<file path="src/rtl/cnt10_ctrl.sv">
// rtl/cnt10_ctrl.sv - command-driven sequencer for one external cnt10 decade counter
//
// Presets the counter (LOAD), runs it for a programmed number of carry-outs
// or free-running (RUN), stops it (STOP) and pulses done on completion.
//
// Ports:
//   clk, rst        rising-edge clock, asynchronous active-high reset
//   cmd_valid/ready command handshake; cmd_op 00 NOP, 01 LOAD, 10 RUN, 11 STOP
//   cmd_data        preset value for LOAD
//   cmd_wraps       wrap target for RUN (0 = free-run)
//   cnt_en/load/data  drive the cnt10 datapath
//   cnt_cout        cnt10 carry (dout==9 and enabled)
//   cnt_dout        cnt10 value, observed only
//   busy            high in LOAD, RUN and DONE
//   done            one-cycle pulse when the wrap target is reached
//   wrap_cnt        carries counted in the current or last RUN
//   err             sticky protocol-error flag
module cnt10_ctrl #(
  parameter int WRAP_W    = 8,
  parameter int DIGIT_MAX = 9
) (
  input  logic              clk,
  input  logic              rst,
  input  logic              cmd_valid,
  output logic              cmd_ready,
  input  logic [1:0]        cmd_op,
  input  logic [3:0]        cmd_data,
  input  logic [WRAP_W-1:0] cmd_wraps,
  output logic              cnt_en,
  output logic              cnt_load,
  output logic [3:0]        cnt_data,
  input  logic              cnt_cout,
  input  logic [3:0]        cnt_dout,
  output logic              busy,
  output logic              done,
  output logic [WRAP_W-1:0] wrap_cnt,
  output logic              err
);

  localparam logic [1:0] ST_IDLE = 2'd0;
  localparam logic [1:0] ST_LOAD = 2'd1;
  localparam logic [1:0] ST_RUN  = 2'd2;
  localparam logic [1:0] ST_DONE = 2'd3;

  localparam logic [1:0] OP_NOP  = 2'b00;
  localparam logic [1:0] OP_LOAD = 2'b01;
  localparam logic [1:0] OP_RUN  = 2'b10;
  localparam logic [1:0] OP_STOP = 2'b11;

  localparam logic [3:0] DIGIT_MAX_L = 4'(DIGIT_MAX);

  logic [1:0]        state_q, state_d;
  logic              cnt_en_q, cnt_en_d;
  logic              cnt_load_q, cnt_load_d;
  logic [3:0]        cnt_data_q, cnt_data_d;
  logic              busy_q, busy_d;
  logic              done_q, done_d;
  logic [WRAP_W-1:0] wrap_cnt_q, wrap_cnt_d;
  logic              err_q, err_d;
  logic [WRAP_W-1:0] target_q, target_d;

  logic              cmd_acc;
  logic              carry;
  logic [WRAP_W-1:0] wrap_inc;

  // cnt_dout is observed only; control decisions use the carry alone.
  logic unused_dout;
  assign unused_dout = ^cnt_dout;

  assign cmd_ready = (state_q == ST_IDLE) || (state_q == ST_RUN);
  assign cmd_acc   = cmd_valid && cmd_ready;
  assign carry     = cnt_cout && cnt_en_q;
  // Saturate rather than wrap so a long free-run never reports a small count.
  assign wrap_inc  = (&wrap_cnt_q) ? wrap_cnt_q : wrap_cnt_q + WRAP_W'(1);

  always_comb begin
    state_d    = state_q;
    cnt_en_d   = cnt_en_q;
    cnt_load_d = 1'b0;
    cnt_data_d = cnt_data_q;
    busy_d     = busy_q;
    done_d     = 1'b0;
    wrap_cnt_d = wrap_cnt_q;
    err_d      = err_q;
    target_d   = target_q;

    case (state_q)
      ST_IDLE: begin
        cnt_en_d = 1'b0;
        busy_d   = 1'b0;
        if (cmd_acc) begin
          case (cmd_op)
            OP_LOAD: begin
              if (cmd_data <= DIGIT_MAX_L) begin
                cnt_data_d = cmd_data;
                cnt_load_d = 1'b1;
                cnt_en_d   = 1'b1;
                busy_d     = 1'b1;
                state_d    = ST_LOAD;
              end else begin
                err_d = 1'b1;
              end
            end
            OP_RUN: begin
              target_d   = cmd_wraps;
              wrap_cnt_d = '0;
              cnt_en_d   = 1'b1;
              busy_d     = 1'b1;
              state_d    = ST_RUN;
            end
            default: ;
          endcase
        end
      end

      ST_LOAD: begin
        cnt_en_d = 1'b0;
        busy_d   = 1'b0;
        state_d  = ST_IDLE;
      end

      ST_RUN: begin
        if (carry) begin
          wrap_cnt_d = wrap_inc;
        end
        // Reaching the target wins over a STOP on the same edge.
        if (carry && (target_q != '0) && (wrap_inc == target_q)) begin
          cnt_en_d = 1'b0;
          done_d   = 1'b1;
          state_d  = ST_DONE;
        end else if (cmd_acc && (cmd_op == OP_STOP)) begin
          cnt_en_d = 1'b0;
          busy_d   = 1'b0;
          state_d  = ST_IDLE;
        end
        if (cmd_acc && ((cmd_op == OP_LOAD) || (cmd_op == OP_RUN))) begin
          err_d = 1'b1;
        end
      end

      ST_DONE: begin
        cnt_en_d = 1'b0;
        busy_d   = 1'b0;
        state_d  = ST_IDLE;
      end

      default: begin
        cnt_en_d = 1'b0;
        busy_d   = 1'b0;
        state_d  = ST_IDLE;
      end
    endcase
  end

  always_ff @(posedge clk or posedge rst) begin
    if (rst) begin
      state_q    <= ST_IDLE;
      cnt_en_q   <= 1'b0;
      cnt_load_q <= 1'b0;
      cnt_data_q <= 4'd0;
      busy_q     <= 1'b0;
      done_q     <= 1'b0;
      wrap_cnt_q <= '0;
      err_q      <= 1'b0;
      target_q   <= '0;
    end else begin
      state_q    <= state_d;
      cnt_en_q   <= cnt_en_d;
      cnt_load_q <= cnt_load_d;
      cnt_data_q <= cnt_data_d;
      busy_q     <= busy_d;
      done_q     <= done_d;
      wrap_cnt_q <= wrap_cnt_d;
      err_q      <= err_d;
      target_q   <= target_d;
    end
  end

  assign cnt_en   = cnt_en_q;
  assign cnt_load = cnt_load_q;
  assign cnt_data = cnt_data_q;
  assign busy     = busy_q;
  assign done     = done_q;
  assign wrap_cnt = wrap_cnt_q;
  assign err      = err_q;

endmodule
</file>
<file path="config.mk">
export PLATFORM = sky130hd
export DESIGN_NAME = cnt10_ctrl
export DESIGN_NICKNAME = d
export VERILOG_FILES = /design/src/rtl/cnt10_ctrl.sv
export SDC_FILE = /design/constraint.sdc
export NUM_CORES = 1
export LEC_CHECK = 0
export BUFFER_PORTS_ARGS = -buffer_cell sky130_fd_sc_hd__buf_2
export CORE_ASPECT_RATIO = 1.25
export CORE_MARGIN = 3
export CORE_UTILIZATION = 57
export CTS_CLUSTER_SIZE = 12
export DETAILED_ROUTE_END_ITERATION = 10
export GPL_TIMING_DRIVEN = 0
export MAX_ROUTING_LAYER = met4
export PLACE_DENSITY = 0.89
export SYNTH_ARGS = -nofsm -noshare
export SYNTH_HDL_FRONTEND = slang
export SYNTH_SLANG_ARGS = --single-unit
</file>
<file path="constraint.sdc">
create_clock -name clk -period 3.95 [get_ports clk]
set_clock_uncertainty 0.15 [all_clocks]
set_input_delay 0.79 -clock clk [delete_from_list [all_inputs] [get_ports clk]]
set_output_delay 0.79 -clock clk [all_outputs]
set_load 0.005 [all_outputs]
</file>
==> impl_metrics.toml <==
[outcome]
status = "completed"

[floorplan]
die_w_um = 53.8
num_rows = 21
dieArea_mm2 = 0.00354
dieHeight_um = 65.8
start_util_pct = 60.2
io_pins = 40
core-area_mm2 = 0.00271

[clock_network]
cts_resized = 0
cts_setup_buffers = 0
clock_path_buffers = 2
h-tree-depth = 1
clk_latency_ns = 0.33
cts_tree = "done"
cts_root_buffer = "clkbuf_4"
clk_pin_slew_ns = 0.14
ctsHoldBuffers = 0
cts_buffers = 3
clock_sinks = 27

[logic_synthesis]
yosysSeqAreaShare_pct = 41.5
ys_types = 47
netlist_instances = 164
synthTopCellsByArea = "dfrtp_1, mux2_2, nand2_1"
ys_ff_latch = 27
synth_top_area_share_pct = 41.5
synth_top_cell_by_area = "dfrtp_1"
avgSynthCellArea_um2 = 9.93
ys.warnings.count = 0
synth_area_mm2 = 0.00163
synthesis.nets = 190

[layout]
final_cell_mix = "buf_2, dfrtp_1, nand2_1"
final_common_cell = "buf_2"
num_antenna_cells = 0
syn_to_final_growth_pct = 15.0
nFillCells = 219
fin_nets = 230
drive_gt1_share_pct = 32.5
final_core_util_pct = 69.2

[sta]
final.setup.worst_slack_ns = 1.52
slew_headroom_pct = 31.8
tightest_slew_ns = 1.02
fin_setup_tns_ns = 0
fin_crit_ns = 2.43
fmax_ghz = 0.411
period_share_pct = 61.6
rsz0062_at_grt = "false"
final_max_slew_viol_count = 0
hold_violations = 0
final-setup-viol-count = 0

[setup_path]
crit_path_start_kind = "register"
endpoint_kind = "register"
cp_slowest_cell = "dfrtp_1"
cp.arrival_ns = 2.51
crit_required_ns = 4.03
cp_max_fo = 10
regToRegSetupSlack_ns = 1.52
crit_family = "compound AO/OA/AOI/OAI gates"
worst-path-buf-inv = 1
path_cells = "ha_1 -> buf_4 -> nand2_2 -> o31ai_2 -> a2bb2oi_1 -> o2111ai_1 -> o31a_1"
max_stage_delay_ns = 0.53
critical_path_class = "register to register"

[place]
place_ws_ns = 1.46
numPortBuffers = 35
routabilityCongestion = 0.888
hpwl_mm = 2.99

[pwr]
power.density_mw_per_mm2 = 467
p_leak_nw = 0.877
vdd_drop_max_uv = 400
power_uw = 874

[routing]
dr.pass1.iters = 4
postRouteAntennaNets = 0
drt_iter0_drc = 47
wl_per_cell_um = 16.1
vias_per_cell = 6.13
routed_wl_mm = 3.82
vias = 1453
drc = 0

[global_route]
grt_max_degree = 28
grt.overflow.total = 0
grt_pass1_vias = 1437
grt_antenna_before_repair = 0
gr-usage-all-layers_pct = 24.6
grt_pass1_wl_mm = 6.36

[min_path]
hold_class = "register to register"

[flow_run]
drv_cap = 0
==> worst reg2reg max path, cell delays in order, from the launching register on <==
cell,delay [ns]
dfrtp_1,0.53
ha_1,0.28
buf_4,0.19
nand2_2,0.10
o31ai_2,0.29
a2bb2oi_1,0.18
o2111ai_1,0.26
o31a_1,0.35
==> layout make-up <==
cell class	count	area [µm²]	area share [%]
Tap cell	34	42.5	2.27
Clock buffer	4	26.3	1.40
Multi-Input combinational cell	121	873	46.6
Timing Repair Buffer	35	175	9.35
Buffer	9	53.8	2.87
Sequential cell	27	676	36.1
Inverter	7	26.3	1.40
==> cell usage after synthesis, drive strengths merged <==
| master | instances |
|---|---|
| o32ai | 1 |
| o2111ai | 1 |
| o21ai | 6 |
| o311ai | 1 |
| inv | 7 |
| and2 | 1 |
| nor3b | 2 |
| buf | 9 |
| nand4 | 3 |
| o211a | 1 |
| nand2 | 15 |
| a2bb2oi | 1 |
| o31a | 1 |
| a31oi | 3 |
| xor2 | 3 |
| a31o | 4 |
| a21oi | 8 |
| nand3 | 7 |
| nand3b | 1 |
| o21a | 1 |
| xnor2 | 5 |
| o211ai | 2 |
| mux2i | 2 |
| a22o | 1 |
| ha | 4 |
| o31ai | 3 |
| and4 | 1 |
| nor4 | 4 |
| a211oi | 3 |
| o311a | 1 |
| dfrtp | 27 |
| a311oi | 3 |
| o41ai | 1 |
| a2111oi | 1 |
| o2111a | 1 |
| nor3 | 5 |
| nor2 | 6 |
| nand2b | 1 |
| and3 | 4 |
| nor2b | 3 |
| mux2 | 10 |
==> kinds of logic after synthesis <==
logic type / after synthesis / synth area share [%]
muxes: 12 / 8.14
AOI/OAI and AO/OA: 44 / 20.3
and+or+nand+nor: 53 / 17.8
xor gates and xnor gates: 8 / 4.30
adders and majority gates: 4 / 3.07
buffers and inverters: 16 / 4.92
DFF: 27 / 41.5
==> per-layer routing <==
layer	up-vias	GRT usage (%)	share of wire, %
li1	695	-	-
met1	706	30.8	43
met2	43	40.2	51
met3	9	3.39	4.1
met4	0	8.63	1.9
met5	-	-	0
==> flip-flops by register name (all words and copies together), names as in the netlist <==
signal	count
cnt_data	4
busy	1
state_q	2
target_q	8
done	1
wrap_cnt	8
cnt_load	1
cnt_en	1
err	1
==> final timing paths <==
kind,startpoint,end,cells past startpoint
max in group asynchronous,rst,state_q[1]$_DFFE_PP0P_,2
hold / removal,err$_DFFE_PP0P_,err$_DFFE_PP0P_,1
min in group asynchronous,rst,target_q[0]$_DFFE_PP0P_,2
setup reg to reg,wrap_cnt[1]$_DFFE_PP0P_,cnt_en$_DFFE_PP0P_,7
setup / recovery,wrap_cnt[1]$_DFFE_PP0P_,cnt_en$_DFFE_PP0P_,7
hold reg to reg,err$_DFFE_PP0P_,err$_DFFE_PP0P_,1
==> where the power goes <==
| part | switching, mW | internal (mW) | leakage [nW] |
|---|---|---|---|
| clock network | 0.0812 | 0.0396 | 0.0150 |
| registers | 0.0950 | 0.353 | 0.344 |
| logic | 0.142 | 0.163 | 0.518 |
| total | 0.319 | 0.555 | 0.877 |
==> per-stage QoR <==
step,std cells,hold WS [ns],instance area [µm²]
6_report,237,0.345,1870
4_1_cts,237,0.351,1870
3_3_place_gp,233,0.295,1850
2_1_floorplan,164,0.316,1630
5_1_grt,237,0.382,1870
3_5_place_dp,233,0.317,1850
No activity file was read; power rests on OpenSTA's default activity.
